File: src/rtl/parity_calc.sv
// parity_calc
//   Registered parity generator for a WIDTH-bit data word. Every rising edge
//   it registers the parity bit and the ones-count of the presented word, and
//   maintains a running (even) parity across a frame of valid words.
//
// Ports
//   clk        rising-edge clock
//   rst_n      asynchronous active-low reset; all outputs forced to 0
//   stream     data word, sampled every rising edge
//   in_valid   qualifies stream for the frame accumulator only
//   clr        synchronous clear / start-of-frame for the accumulator
//   out        registered word parity (even, or odd when ODD_PARITY=1)
//   ones_cnt   registered number of 1 bits in stream
//   frame_par  registered even parity of all valid words since last clr
//
// Qualifier semantics: there is no ready/backpressure. in_valid marks a word
// as belonging to the current frame on the edge it is sampled; out and
// ones_cnt ignore in_valid and update every edge. clr in the same cycle as
// in_valid starts a new frame with that word; clr alone empties the frame.

module parity_calc #(
  parameter int WIDTH      = 10,
  parameter int ODD_PARITY = 0,
  parameter int CW         = $clog2(WIDTH + 1)
) (
  input  logic             clk,
  input  logic             rst_n,
  input  logic [WIDTH-1:0] stream,
  input  logic             in_valid,
  input  logic             clr,
  output logic             out,
  output logic [CW-1:0]    ones_cnt,
  output logic             frame_par
);

  logic          word_par;   // raw even parity of stream
  logic          out_d,   out_q;
  logic [CW-1:0] cnt_d,   cnt_q;
  logic          frame_d, frame_q;

  // Reduction/adder trees feeding the single register stage.
  always_comb begin
    word_par = ^stream;
    out_d    = word_par ^ (ODD_PARITY != 0);
    cnt_d    = '0;
    for (int i = 0; i < WIDTH; i++) begin
      cnt_d = cnt_d + CW'(stream[i]);
    end
  end

  // Frame accumulator: never inverted by ODD_PARITY, it is always the even
  // parity of the concatenated frame.
  always_comb begin
    frame_d = frame_q;
    if (clr) begin
      frame_d = in_valid ? word_par : 1'b0;
    end else if (in_valid) begin
      frame_d = frame_q ^ word_par;
    end
  end

  always_ff @(posedge clk or negedge rst_n) begin
    if (!rst_n) begin
      out_q   <= 1'b0;
      cnt_q   <= '0;
      frame_q <= 1'b0;
    end else begin
      out_q   <= out_d;
      cnt_q   <= cnt_d;
      frame_q <= frame_d;
    end
  end

  assign out       = out_q;
  assign ones_cnt  = cnt_q;
  assign frame_par = frame_q;

endmodule

File: config.mk
export PLATFORM = sky130hd
export DESIGN_NAME = parity_calc
export DESIGN_NICKNAME = d
export VERILOG_FILES = /design/src/rtl/parity_calc.sv
export SDC_FILE = /design/constraint.sdc
export NUM_CORES = 1
export LEC_CHECK = 0
export BUFFER_PORTS_ARGS = -buffer_cell sky130_fd_sc_hd__buf_2
export CORE_AREA = 8 8 45 47
export CTS_CLUSTER_DIAMETER = 40
export DETAILED_ROUTE_END_ITERATION = 8
export DIE_AREA = 0 0 53 55
export PLACE_DENSITY = 0.65
export SETUP_SLACK_MARGIN = 0.5
export SYNTH_ARGS = -nofsm -noshare
export SYNTH_HDL_FRONTEND = slang
export SYNTH_SLANG_ARGS = --single-unit
export TNS_END_PERCENT = 20
File: constraint.sdc
create_clock -name clk -period 2 [get_ports clk]
set_clock_uncertainty 0.05 [all_clocks]
set_input_delay 0.3 -clock clk [delete_from_list [all_inputs] [get_ports clk]]
set_output_delay 0.3 -clock clk [all_outputs]
set_load 0.1 [all_outputs]
Word-level counts from Yosys, hierarchy flattened. Index checks and enable logic that the tools add are counted.

Bits in read-only memories: 0. Latch bits: 0. Output and inout bits: 6. Word-level logic and storage cells: 18. RAM bits: 0. Input bits: 14. Memories kept: 0. Bits in registers: 6.

Multiply operators: 0. Reduce and logical (&&, ||, !) cells: 2. Equal/unequal tests: 0. $lt $le $gt $ge: 0. Bitwise operators: 1. Multiplexer cells: 3. Add/sub/neg operators: 9. Shift operators: 0. Div/mod/pow operators: 0.

Operator list (number): 4-bit by 1-bit adder with 4-bit output (6); 10-bit XOR reduction (1); 3-bit by 1-bit adder with 4-bit output (1); 2-bit by 1-bit adder with 3-bit output (1); 1-bit two-way mux (3); 1-bit by 1-bit adder with 2-bit output (1); 2-bit nonzero test (1); 1-bit bitwise XOR (1).

Depth between registers and ports, before layout. Gate-level depths: netlist of run 1.

Depth in word-level cells: 9. Mapped depth: 11. Gate-level depth less buffers: 11.

Least setup slack after synthesis of run 1. No wires, ideal clock.

Path type: in2reg. From: input port stream[0]. To: register cnt_q[2], in the netlist ones_cnt[2]. Arrival: 2.605 ns. Path buffers: 0. Setup slack: -0.777 ns. Setup time: 0.123 ns. Stages: 11. Required time: 1.827 ns. Cell sequence: inv_1 fa_1 inv_1 fa_1 inv_1 fa_1 inv_1 ha_1 inv_1 fa_1 xor2_1.

Longest elaborated chain between the ends: 9.

Ends and longest elaborated chain: from (decl) (RTL line 28) `input logic [WIDTH-1:0] stream,`; 1-bit by 1-bit adder with 2-bit output (RTL line 47) `cnt_d = cnt_d + CW'(stream[i]);`; 2-bit by 1-bit adder with 3-bit output (RTL line 47); 3-bit by 1-bit adder with 4-bit output (RTL line 47); 4-bit by 1-bit adder with 4-bit output (6 in series) (RTL line 47); net cnt_d[2] (RTL line 38) `logic [CW-1:0] cnt_d, cnt_q;`; to (signal assigned) (RTL line 69) `cnt_q <= cnt_d;`; to (decl) (RTL line 38).

The timed path passes the listed nets, and every way through them passes these cells. A chain may end at the register's enable or synchronous reset.

Final worst setup path of run 1.
From: input port stream[7]. To: register cnt_q[1], in the netlist ones_cnt[1].

Longest elaborated chain between the ends: 3.

Ends and longest elaborated chain (RTL line): 4-bit by 1-bit adder with 4-bit output (3 in series) (47); net cnt_d[1] (38).

The timed path passes the listed nets, and every way through them passes these cells.

==> impl_table.tex, run 1 <==
\begin{tabular}{lr}
\hline
Metric & Value \\
\hline
\multicolumn{2}{l}{\textbf{Timing}} \\
Final clock period utilization by the worst path & 131\% \\
Worst Tran Pin Value & 489 ps \\
Setup slack of the critical path after layout & -618 ps \\
Post-layout min period & 2620 ps \\
Number of max-slew violations in the final report & 0 \\
RSZ-0062 raised after global routing & yes \\
Maximum clock rate & 0.382 GHz \\
Final hold violations & 0 \\
Headroom to the max-slew limit & 67.6\% \\
Count of final setup violators & 4 \\
\multicolumn{2}{l}{\textbf{Synth}} \\
Number of warnings reported in the yosys synthesis log & 0 \\
Portion of the post-synthesis area used by sequential elements & 29.8\% \\
Post-Syn Nets & 69 \\
Number of standard cells after synthesis & 46 \\
Post-synthesis cell type count & 12 \\
Average cell area after synthesis & 11.0 sq um \\
Netlist area before placement & 504 sq um \\
Flop and latch count out of synthesis & 6 \\
\multicolumn{2}{l}{\textbf{GRT}} \\
Total gr overflow & 0 \\
Gr usage total & 7.64\% \\
Global-route wire length before repair & 1.55 mm \\
Number of antenna violations at the first check in global routing & 0 \\
Number of global-route vias before repair & 398 \\
Maximum number of pins on one net before global-route repair & 7 \\
\multicolumn{2}{l}{\textbf{Placement}} \\
Dpl hpwl & 883 um \\
RePlAce Congestion & 0.691 \\
Cell area after placement & 672 sq um \\
\# placed instances & 88 \\
Number of port buffers & 19 \\
\multicolumn{2}{l}{\textbf{Cells and area}} \\
Fraction of layout cells with a size suffix above 1 & 52.6\% \\
Commonest cells after routing, fill and taps aside & buf\_2 (16), inv\_1 (10), inv\_2 (7), buf\_4 (7), dfrtp\_1 (6) \\
Most common cell after layout, fill and taps aside & buf\_2 \\
Number of antenna diodes & 0 \\
Final cell count without fillers & 92 \\
Post-Layout Inst Area & 743 sq um \\
Post-layout net count & 101 \\
Area grow syn2layout & 47.4\% \\
Fill cell total of the finished layout & 127 \\
\multicolumn{2}{l}{\textbf{Route}} \\
Post-route ant nets & 0 \\
1st-iter DRT viols & 4 \\
Total vias in the final route & 374 \\
Routed vias/inst & 4.07 \\
Wirelength, routed & 969 um \\
Number of DRC violations after detailed routing & 0 \\
Count of TritonRoute iterations in the first routing pass & 5 \\
Post-detailed-route wirelength per cell & 10.5 um \\
\multicolumn{2}{l}{\textbf{Flow run}} \\
Number of max-cap violations & 0 \\
\multicolumn{2}{l}{\textbf{Worst setup path}} \\
Endpoint of the most critical register-to-register path & frame\_par \\
Data arrival time of the worst path & 2750 ps \\
Cell count of the worst reg-to-reg path & 2 \\
Capturing element type of the critical path & flop \\
Most used cell, CP & inv\_2 \\
Slowest cell on crit path & fa\_1 \\
Crit path cell chain & buf\_6 -> inv\_2 -> fa\_1 -> inv\_2 -> fa\_1 -> inv\_1 -> fa\_2 -> inv\_2 -> ha\_4 -> inv\_2 -> fa\_2 -> inv\_1 \\
Worst setup path class & in -> reg \\
Delay of the slowest critical-path stage & 540 ps \\
Data required, critical path & 2130 ps \\
Maximum fanout along the worst path & 2 \\
Type of element launching the critical path & input port \\
Setup slack on the worst flop-to-flop path & 1300 ps \\
Critical register-to-register path startpoint & frame\_par \\
\multicolumn{2}{l}{\textbf{Clock tree}} \\
CTS Buffer Depth & 2 \\
CTS root buf & clkbuf\_4 \\
Number of buffers added by the clock tree synthesis step & 3 \\
Num Clock Sinks & 6 \\
H-tree levels & 1 \\
Clock tree from TritonCTS & yes \\
Clock input transition at the sequential cells of the worst setup and hold paths & 40 ps \\
Clock insertion delay at the later pin of the skew report & 240 ps \\
Post-CTS setup buffer count & 0 \\
\multicolumn{2}{l}{\textbf{Floorplan}} \\
Die footprint & 0.00292 sq mm \\
Die H & 55 um \\
Width of the die & 53 um \\
I/O pin cnt & 20 \\
Standard-cell row count & 14 \\
Starting utilization of the core area & 36.4\% \\
Std-Cell Core Area & 0.00138 sq mm \\
\multicolumn{2}{l}{\textbf{Pwr}} \\
Power Density & 1400 mW/mm\^{}2 \\
Total design power & 1.04 mW \\
LEAKAGE & 0.418 nW \\
Max IR drop VDD & 888 uV \\
\multicolumn{2}{l}{\textbf{Run status}} \\
Failing checks & negative setup slack \\
Result of the run & complete, but fails checks \\
\multicolumn{2}{l}{\textbf{Worst hold path}} \\
Hold path depth & 3 \\
Hold crit path type & in -> reg \\
Worst-case hold path end point & frame\_par \\
Hold path start & clr \\
\hline
\end{tabular}
cell usage after synthesis:
master,number,area (sq um)
ha_1,3,37.5
mux2i_1,1,10.0
fa_1,6,120
dfrtp_1,6,150
nand2_1,1,3.75
nand2b_1,2,12.5
xnor2_1,3,26.3
xor2_1,3,26.3
nor2_1,1,3.75
a21oi_1,1,5.00
xnor3_1,2,45.0
inv_1,17,63.8
kinds of logic after synthesis:
group | after synthesis | share of synthesized area (%)
XOR/XNOR | 8 | 19.4
flip-flops | 6 | 29.8
multiplexers | 1 | 1.99
buffers and inverters | 17 | 12.7
AO/OA/AOI/OAI | 1 | 0.992
AND/OR/NAND/NOR | 4 | 3.97
adder cells (fa/ha/maj) | 9 | 31.3
where the power goes:
group | switching, mW | total [mW] | internal [mW]
registers | 0.0144 | 0.193 | 0.179
logic | 0.570 | 0.740 | 0.169
clock network | 0.0415 | 0.109 | 0.0677
total | 0.626 | 1.04 | 0.416
critical path, delay by kind of cell:
family	cells	cell delay (ps)
adders and majority gates	5	2120
buffers and inverters	7	340
cell type report:
class	count	area [sq um]	share of cell area (%)
Multi-Input combinational cell	23	310	41.8
Sequential cell	6	150	20.2
Inverter	17	63.8	8.59
Tap cell	16	20.0	2.69
Clock buffer	3	22.5	3.03
Timing Repair Buffer	27	176	23.7
worst max path at each step:
stage               startpoint           to  slack, ps  cells past startpoint
floorplan            stream[0]  ones_cnt[2]       -780                     11
global placement     stream[0]  ones_cnt[2]       -930                     12
detailed placement   stream[0]  ones_cnt[2]       -970                     12
CTS                  stream[5]  ones_cnt[1]       -640                     12
global route         stream[7]  ones_cnt[1]       -710                     12
finish               stream[7]  ones_cnt[1]       -620                     12
flip-flops by register name, summed over array words and instances, names as in the netlist:
signal     cells
frame_par      1
ones_cnt       4
out            1
metal layers:
metal,wire (um),GRT usage (%)
met1,378,8.03
met2,477,11.1
met4,21,6.47
met5,0,0
met3,91,4.01
through the flow:
| step | TNS (ps) | util (%) | setup WS, ps | hold slack (ps) |
|---|---|---|---|---|
| 6_report | -1700 | 53.7 | -618 | 282 |
| 5_1_grt | -2080 | 53.7 | -707 | 274 |
| 4_1_cts | -1790 | 52.8 | -643 | 280 |
| 3_5_place_dp | -3120 | 48.6 | -969 | 80.3 |
| 3_3_place_gp | -2950 | 48.6 | -928 | 75.1 |
| 2_1_floorplan | -2350 | - | -777 | -45.6 |
what timing repair did:
item                                    in CTS  in global routing
gates resized for setup                     11                  4
endpoints found under the setup margin       5                  4
hold buffers                                 1                  0
endpoints found under the hold margin        6                  0
pin swaps                                    4                  1
No activity file was read; power rests on OpenSTA's default activity.
==> inputs of run 2 (changes only) <==
- BUFFER_PORTS_ARGS: -buffer_cell sky130_fd_sc_hd__buf_2 -> -buffer_cell sky130_fd_sc_hd__buf_4
- PLACE_DENSITY: 0.65 -> not set
==> run 2 against run 1 <==
Net effect:
- critical endpoint unchanged
- first-iteration DRC count down 75%
- register-to-register slack about the same
- largest power group unchanged
- via count shrank 0.80%
- the flow still finishes with violations (negative setup slack)
- core utilization is 2.5 points higher
- clock power is essentially flat
==> impl_table.tex, run 2 (synthesized netlist as in run 1, its figures left out) <==
\begin{tabular}{lr}
\hline
Metric & Value \\
\hline
\multicolumn{2}{l}{\textbf{Run status}} \\
Result of the run & complete, but fails checks (unchanged) \\
Failing checks & negative setup slack (unchanged) \\
\multicolumn{2}{l}{\textbf{Cells and area}} \\
Max FFs per register & 4 (unchanged) \\
Number of antenna diodes & 0 (unchanged) \\
Commonest cells after routing, fill and taps aside & buf\_4 (23), inv\_1 (10), inv\_2 (6), dfrtp\_1 (6), fa\_1 (5) (was buf\_2 (16), inv\_1 (10), inv\_2 (7), buf\_4 (7), dfrtp\_1 (6)) \\
Fill cell total of the finished layout & 129 (was 127) \\
Area grow syn2layout & 54.3\% (was 47.4\%) \\
Area of combinational cells with multiple inputs & 322 sq um (was 310 sq um) \\
Most common cell after layout, fill and taps aside & buf\_4 (was buf\_2) \\
Post-Layout Inst Area & 778 sq um (was 743 sq um) \\
Post-layout util & 56.2\% (was 53.7\%) \\
Post-layout net count & 99 (was 101) \\
Sequential Area & 150 sq um (unchanged) \\
Fraction of layout cells with a size suffix above 1 & 54.1\% (was 52.6\%) \\
\multicolumn{2}{l}{\textbf{Floorplan}} \\
Std-Cell Core Area & 0.00138 sq mm (unchanged) \\
Width of the die & 53 um (unchanged) \\
Standard-cell row count & 14 (unchanged) \\
I/O pin cnt & 20 (unchanged) \\
Die H & 55 um (unchanged) \\
Die footprint & 0.00292 sq mm (unchanged) \\
Starting utilization of the core area & 36.4\% (unchanged) \\
\multicolumn{2}{l}{\textbf{Pwr}} \\
Switching pwr & 0.637 mW (was 0.626 mW) \\
Max IR drop VDD & 1410 uV (was 888 uV) \\
Switching power as a share of total power & 57.7\% (was 60.1\%) \\
Total design power & 1.10 mW (was 1.04 mW) \\
Cell internal pwr & 0.467 mW (was 0.416 mW) \\
Power Density & 1420 mW/mm\^{}2 (was 1400 mW/mm\^{}2) \\
LEAKAGE & 0.427 nW (was 0.418 nW) \\
Clock share of power & 9.6\% (was 10.5\%) \\
Sequential fraction of design power & 17.8\% (was 18.6\%) \\
Combinational fraction of design power & 72.6\% (was 71.0\%) \\
\multicolumn{2}{l}{\textbf{Placement}} \\
Cell area after placement & 697 sq um (was 672 sq um) \\
Number of port buffers & 19 (unchanged) \\
RePlAce Congestion & 0.686 (was 0.691) \\
Dpl hpwl & 805 um (was 883 um) \\
\multicolumn{2}{l}{\textbf{Worst setup path}} \\
Data required, critical path & 2080 ps (was 2130 ps) \\
Worst path bufs/invs & 7 (unchanged) \\
Capturing element type of the critical path & flop (unchanged) \\
Crit path cell chain & buf\_8 -> inv\_4 -> fa\_1 -> inv\_2 -> fa\_1 -> inv\_1 -> fa\_1 -> inv\_2 -> ha\_4 -> inv\_2 -> fa\_2 -> inv\_2 (was buf\_6 -> inv\_2 -> fa\_1 -> inv\_2 -> fa\_1 -> inv\_1 -> fa\_2 -> inv\_2 -> ha\_4 -> inv\_2 -> fa\_2 -> inv\_1) \\
Maximum fanout along the worst path & 2 (unchanged) \\
Cell family contributing the most delay on the critical path & adder cells (unchanged) \\
Type of element launching the critical path & input port (unchanged) \\
Critical register-to-register path startpoint & frame\_par (unchanged) \\
Worst setup path class & in -> reg (unchanged) \\
Most used cell, CP & inv\_2 (unchanged) \\
Delay of the slowest critical-path stage & 540 ps (about the same) \\
Setup crit start & stream[3] (was stream[7]) \\
Data arrival time of the worst path & 2740 ps (was 2750 ps) \\
Slowest cell on crit path & fa\_1 (unchanged) \\
\multicolumn{2}{l}{\textbf{Route}} \\
Count of TritonRoute iterations in the first routing pass & 2 (was 5) \\
1st-iter DRT viols & 1 (was 4) \\
Post-route ant nets & 0 (unchanged) \\
Number of DRC violations after detailed routing & 0 (unchanged) \\
Routed vias/inst & 4.12 (was 4.07) \\
Total vias in the final route & 371 (was 374) \\
Wirelength, routed & 953 um (was 969 um) \\
Post-detailed-route wirelength per cell & 10.6 um (was 10.5 um) \\
\multicolumn{2}{l}{\textbf{Worst hold path}} \\
Hold path start & stream[2] (was clr) \\
Hold crit path type & in -> reg (unchanged) \\
\multicolumn{2}{l}{\textbf{GRT}} \\
Fraction of met3 tracks used by global routing & 3.48\% (was 4.01\%) \\
Total gr overflow & 0 (unchanged) \\
Gr usage total & 7.47\% (was 7.64\%) \\
Global routing met1 resource utilization & 7.86\% (was 8.03\%) \\
Busiest layer in global routing & met2 (unchanged) \\
GR Util met2 & 12.3\% (was 11.1\%) \\
Maximum number of pins on one net before global-route repair & 7 (unchanged) \\
Number of global-route vias before repair & 419 (was 398) \\
Global-route wire length before repair & 1.60 mm (was 1.55 mm) \\
Number of antenna violations at the first check in global routing & 0 (unchanged) \\
\multicolumn{2}{l}{\textbf{Flow run}} \\
Number of max-cap violations & 0 (unchanged) \\
\multicolumn{2}{l}{\textbf{Timing}} \\
RSZ-0062 raised after global routing & yes (unchanged) \\
Count of final setup violators & 4 (unchanged) \\
Post-layout min period & 2660 ps (was 2620 ps) \\
Hold Worst Slack & 271 ps (was 282 ps) \\
Final hold violations & 0 (unchanged) \\
Final clock period utilization by the worst path & 133\% (was 131\%) \\
Maximum clock rate & 0.376 GHz (was 0.382 GHz) \\
Setup slack of the critical path after layout & -658 ps (was -618 ps) \\
Worst Tran Pin Value & 282 ps (was 489 ps) \\
Headroom to the max-slew limit & 81.3\% (was 67.6\%) \\
Number of max-slew violations in the final report & 0 (unchanged) \\
\multicolumn{2}{l}{\textbf{Clock tree}} \\
H-tree levels & 1 (unchanged) \\
Num Clock Sinks & 6 (unchanged) \\
Number of buffers added by the clock tree synthesis step & 3 (unchanged) \\
Clock insertion delay at the later pin of the skew report & 240 ps (about the same) \\
Clock input transition at the sequential cells of the worst setup and hold paths & 40 ps (about the same) \\
CTS Buffer Depth & 2 (unchanged) \\
Clock tree from TritonCTS & yes (unchanged) \\
CTS root buf & clkbuf\_4 (unchanged) \\
\hline
\end{tabular}
[run 2: cell count changes in the layout (fill, tap and decap cells not counted), moves of 2 or more]
cell | before | now
buf_4 | 7 | 23
fa_1 | 3 | 5
buf_6 | 3 | 0
fa_2 | 3 | 1
buf_2 | 16 | 0
[run 2: power by group through the flow]
stage                     logic, mW  registers, mW  clock network (mW)
after floorplan               0.158          0.625                   0
after global placement        0.747          0.198                   0
after detailed placement      0.755          0.199                   0
after CTS                     0.794          0.197               0.113
after global routing          0.845          0.204               0.119
final                         0.801          0.196               0.106
[run 2: routing by layer]
layer  vias to the layer above  wire [um]
met4                         0          0
met2                        10        519
met1                       177        345
met3                         0         88
li1                        184          -
met5                         -          0
[run 2: area by class of cell]
| cell class | instances | area share, % |
|---|---|---|
| Timing Repair Buffer | 25 | 25.4 |
| Tap cell | 16 | 2.57 |
| Multi-Input combinational cell | 23 | 41.3 |
| Sequential cell | 6 | 19.3 |
| Inverter | 17 | 8.52 |
| Clock buffer | 3 | 2.89 |
[run 2: path summary, 6_finish.rpt]
kind / end / slack (ps) / cells past startpoint
min in group asynchronous: ones_cnt[2] / 370 / 2
hold / removal: ones_cnt[0] / 270 / 2
max in group asynchronous: ones_cnt[1] / 1420 / 2
hold reg to reg: frame_par / 530 / 2
setup / recovery: ones_cnt[1] / -660 / 12
setup reg to reg: frame_par / 1300 / 2
[run 2: per-stage QoR]
stage	setup TNS, ps	setup WS, ps	instances
global placement	-3010	-957	85
detailed placement	-3050	-971	85
floorplan	-2350	-777	46
finish	-1850	-658	90
global route	-2160	-741	90
CTS	-1820	-647	90
[run 2: repair_timing]
action | CTS | global route
resized for setup | 9 | 8
endpoints found under the hold margin | 6 | 0
setup buffers | 1 | 0
pin swaps | 2 | 1
endpoints found under the setup margin | 5 | 5
gates cloned | 0 | 0
hold buffers | 1 | 0
==> inputs of run 3 (changes only) <==
- PLACE_DENSITY: not set -> 0.67
- clock period: 2 -> 2.4 ns (I/O delays scaled with it)
==> run 3 against run 2 <==
Net effect:
- the run still ends with negative setup slack left
- worst setup slack improved by 280 ps
- count of clock-buffer cells in the layout unchanged
- total power is 16% lower
- hold slack better by 59 ps
- first-iteration DRC count is 100% higher
- via count rose by 3.2%
- sequential share of layout area is 0.062 points higher
- core utilization is 0.18 points lower
- non-clock buffer count grew 1
- critical endpoint unchanged
==> impl_table.tex, run 3 (synthesized netlist as in run 1, its figures left out) <==
\begin{tabular}{lr}
\hline
Metric & Value \\
\hline
\multicolumn{2}{l}{\textbf{Run status}} \\
Result of the run & complete, but fails checks (unchanged) \\
Failing checks & negative setup slack (unchanged) \\
\multicolumn{2}{l}{\textbf{GRT}} \\
Number of global-route vias before repair & 393 (was 419) \\
Global-route wire length before repair & 1.57 mm (was 1.60 mm) \\
Gr usage total & 7.30\% (was 7.47\%) \\
Total gr overflow & 0 (unchanged) \\
Number of antenna violations at the first check in global routing & 0 (unchanged) \\
Maximum number of pins on one net before global-route repair & 7 (unchanged) \\
\multicolumn{2}{l}{\textbf{Floorplan}} \\
Starting utilization of the core area & 36.4\% (unchanged) \\
Std-Cell Core Area & 0.00138 sq mm (unchanged) \\
Width of the die & 53 um (unchanged) \\
I/O pin cnt & 20 (unchanged) \\
Standard-cell row count & 14 (unchanged) \\
Die H & 55 um (unchanged) \\
Die footprint & 0.00292 sq mm (unchanged) \\
\multicolumn{2}{l}{\textbf{Worst setup path}} \\
Worst setup path class & in -> reg (unchanged) \\
Maximum fanout along the worst path & 2 (unchanged) \\
Type of element launching the critical path & input port (unchanged) \\
Setup slack on the worst flop-to-flop path & 1690 ps (was 1300 ps) \\
Data required, critical path & 2490 ps (was 2080 ps) \\
Capturing element type of the critical path & flop (unchanged) \\
Data arrival time of the worst path & 2860 ps (was 2740 ps) \\
\multicolumn{2}{l}{\textbf{Cells and area}} \\
Commonest cells after routing, fill and taps aside & buf\_4 (24), inv\_1 (10), inv\_2 (6), dfrtp\_1 (6), fa\_1 (4) (was buf\_4 (23), inv\_1 (10), inv\_2 (6), dfrtp\_1 (6), fa\_1 (5)) \\
Max FFs per register & 4 (unchanged) \\
Post-layout util & 56.1\% (was 56.2\%) \\
Fill cell total of the finished layout & 127 (was 129) \\
Post-layout net count & 100 (was 99) \\
Most common cell after layout, fill and taps aside & buf\_4 (unchanged) \\
Area grow syn2layout & 53.8\% (was 54.3\%) \\
Fraction of layout cells with a size suffix above 1 & 52.0\% (was 54.1\%) \\
Number of antenna diodes & 0 (unchanged) \\
\multicolumn{2}{l}{\textbf{Clock tree}} \\
Num Clock Sinks & 6 (unchanged) \\
Clock insertion delay at the later pin of the skew report & 240 ps (about the same) \\
CTS Buffer Depth & 2 (unchanged) \\
Number of buffers added by the clock tree synthesis step & 3 (unchanged) \\
Clock input transition at the sequential cells of the worst setup and hold paths & 40 ps (about the same) \\
Clock tree from TritonCTS & yes (unchanged) \\
H-tree levels & 1 (unchanged) \\
CTS root buf & clkbuf\_4 (unchanged) \\
\multicolumn{2}{l}{\textbf{Timing}} \\
Setup TNS after final layout & -866 ps (was -1850 ps) \\
Count of final setup violators & 3 (was 4) \\
RSZ-0062 raised after global routing & yes (unchanged) \\
Headroom to the max-slew limit & 81.4\% (was 81.3\%) \\
Number of max-slew violations in the final report & 0 (unchanged) \\
Final hold violations & 0 (unchanged) \\
Final clock period utilization by the worst path & 116\% \\
Worst Tran Pin Value & 281 ps (was 282 ps) \\
Maximum clock rate & 0.360 GHz \\
Post-layout min period & 2780 ps \\
Setup slack of the critical path after layout & -378 ps (was -658 ps) \\
\multicolumn{2}{l}{\textbf{Route}} \\
Post-detailed-route wirelength per cell & 11.0 um (was 10.6 um) \\
Number of DRC violations after detailed routing & 0 (unchanged) \\
Post-route ant nets & 0 (unchanged) \\
Total vias in the final route & 383 (was 371) \\
Wirelength, routed & 1.00 mm (was 953 um) \\
Routed vias/inst & 4.21 (was 4.12) \\
Count of TritonRoute iterations in the first routing pass & 6 (was 2) \\
1st-iter DRT viols & 2 (was 1) \\
\multicolumn{2}{l}{\textbf{Placement}} \\
RePlAce Congestion & 0.702 (was 0.686) \\
Number of port buffers & 19 (unchanged) \\
Dpl hpwl & 899 um (was 805 um) \\
\multicolumn{2}{l}{\textbf{Worst hold path}} \\
Hold crit path type & in -> reg (unchanged) \\
\multicolumn{2}{l}{\textbf{Pwr}} \\
Max IR drop VDD & 802 uV (was 1410 uV) \\
Power Density & 1200 mW/mm\^{}2 (was 1420 mW/mm\^{}2) \\
LEAKAGE & 0.427 nW (about the same) \\
\multicolumn{2}{l}{\textbf{Flow run}} \\
Number of max-cap violations & 0 (unchanged) \\
\hline
\end{tabular}
run 3: cell types whose count changed in the layout (fill, tap and decap cells not counted):
cell,change
nand2b_1,+1
xnor3_1,+1
mux2i_1,+1
buf_4,+1
fa_1,-1
xnor3_2,-1
fa_2,+1
mux2i_2,-1
nand2b_4,-1
run 3: repair_timing:
item                                    4_1_cts  5_1_grt
buffers inserted                              0        1
hold buffers                                  1        0
endpoints found under the setup margin        4        4
hold endpoints to repair                      6        0
pin swaps                                     0        5
resized for setup                             1       14
run 3: metal layers:
layer  vias to the layer above  track usage [%]  wire length [um]
met2                        13             12.5               545
met1                       184             7.39               376
li1                        186                -                 -
met3                         0             4.01                81
met5                         -                0                 0
met4                         0             2.59                 0
run 3: layout make-up:
cell class	instances	area, sq um	area share (%)
clock buffers	3	22.5	2.90
inverters	17	66.3	8.55
multi-input cells	23	312	40.2
flip-flops and latches	6	150	19.4
well taps	16	20.0	2.58
repair buffers	26	205	26.5
run 3: where the power goes:
part	internal [mW]	switching (mW)	total, mW
Sequential	0.150	0.0163	0.166
Clock	0.0563	0.0322	0.0885
Combinational	0.185	0.489	0.674
Total	0.392	0.537	0.929
run 3: path summary, 6_finish.rpt:
kind,startpoint,endpoint,cells after the start
setup / recovery,stream[9],ones_cnt[1],12
hold / removal,stream[2],ones_cnt[0],2
setup reg to reg,frame_par,frame_par,2
hold reg to reg,frame_par,frame_par,2
max in group asynchronous,rst_n,out,2
min in group asynchronous,rst_n,ones_cnt[2],2
run 3: metrics by stage:
stage / instance area, sq um / setup slack [ps] / total power, mW / cells / hold WS, ps
2_1_floorplan: 504 / -437 / 0.653 / 46 / 14.4
3_3_place_gp: 704 / -580 / 0.786 / 86 / 119
3_5_place_dp: 704 / -638 / 0.798 / 86 / 120
4_1_cts: 739 / -353 / 0.895 / 90 / 331
5_1_grt: 776 / -472 / 0.990 / 91 / 317
6_report: 776 / -378 / 0.929 / 91 / 330
run 3: critical path, cell delays in order:
cell and delay [ps]:
buf_8 80, inv_4 30, fa_1 550, inv_2 40, fa_1 520, inv_2 50, fa_2 440, inv_2 80
ha_4 130, inv_2 40, fa_2 530, inv_2 30
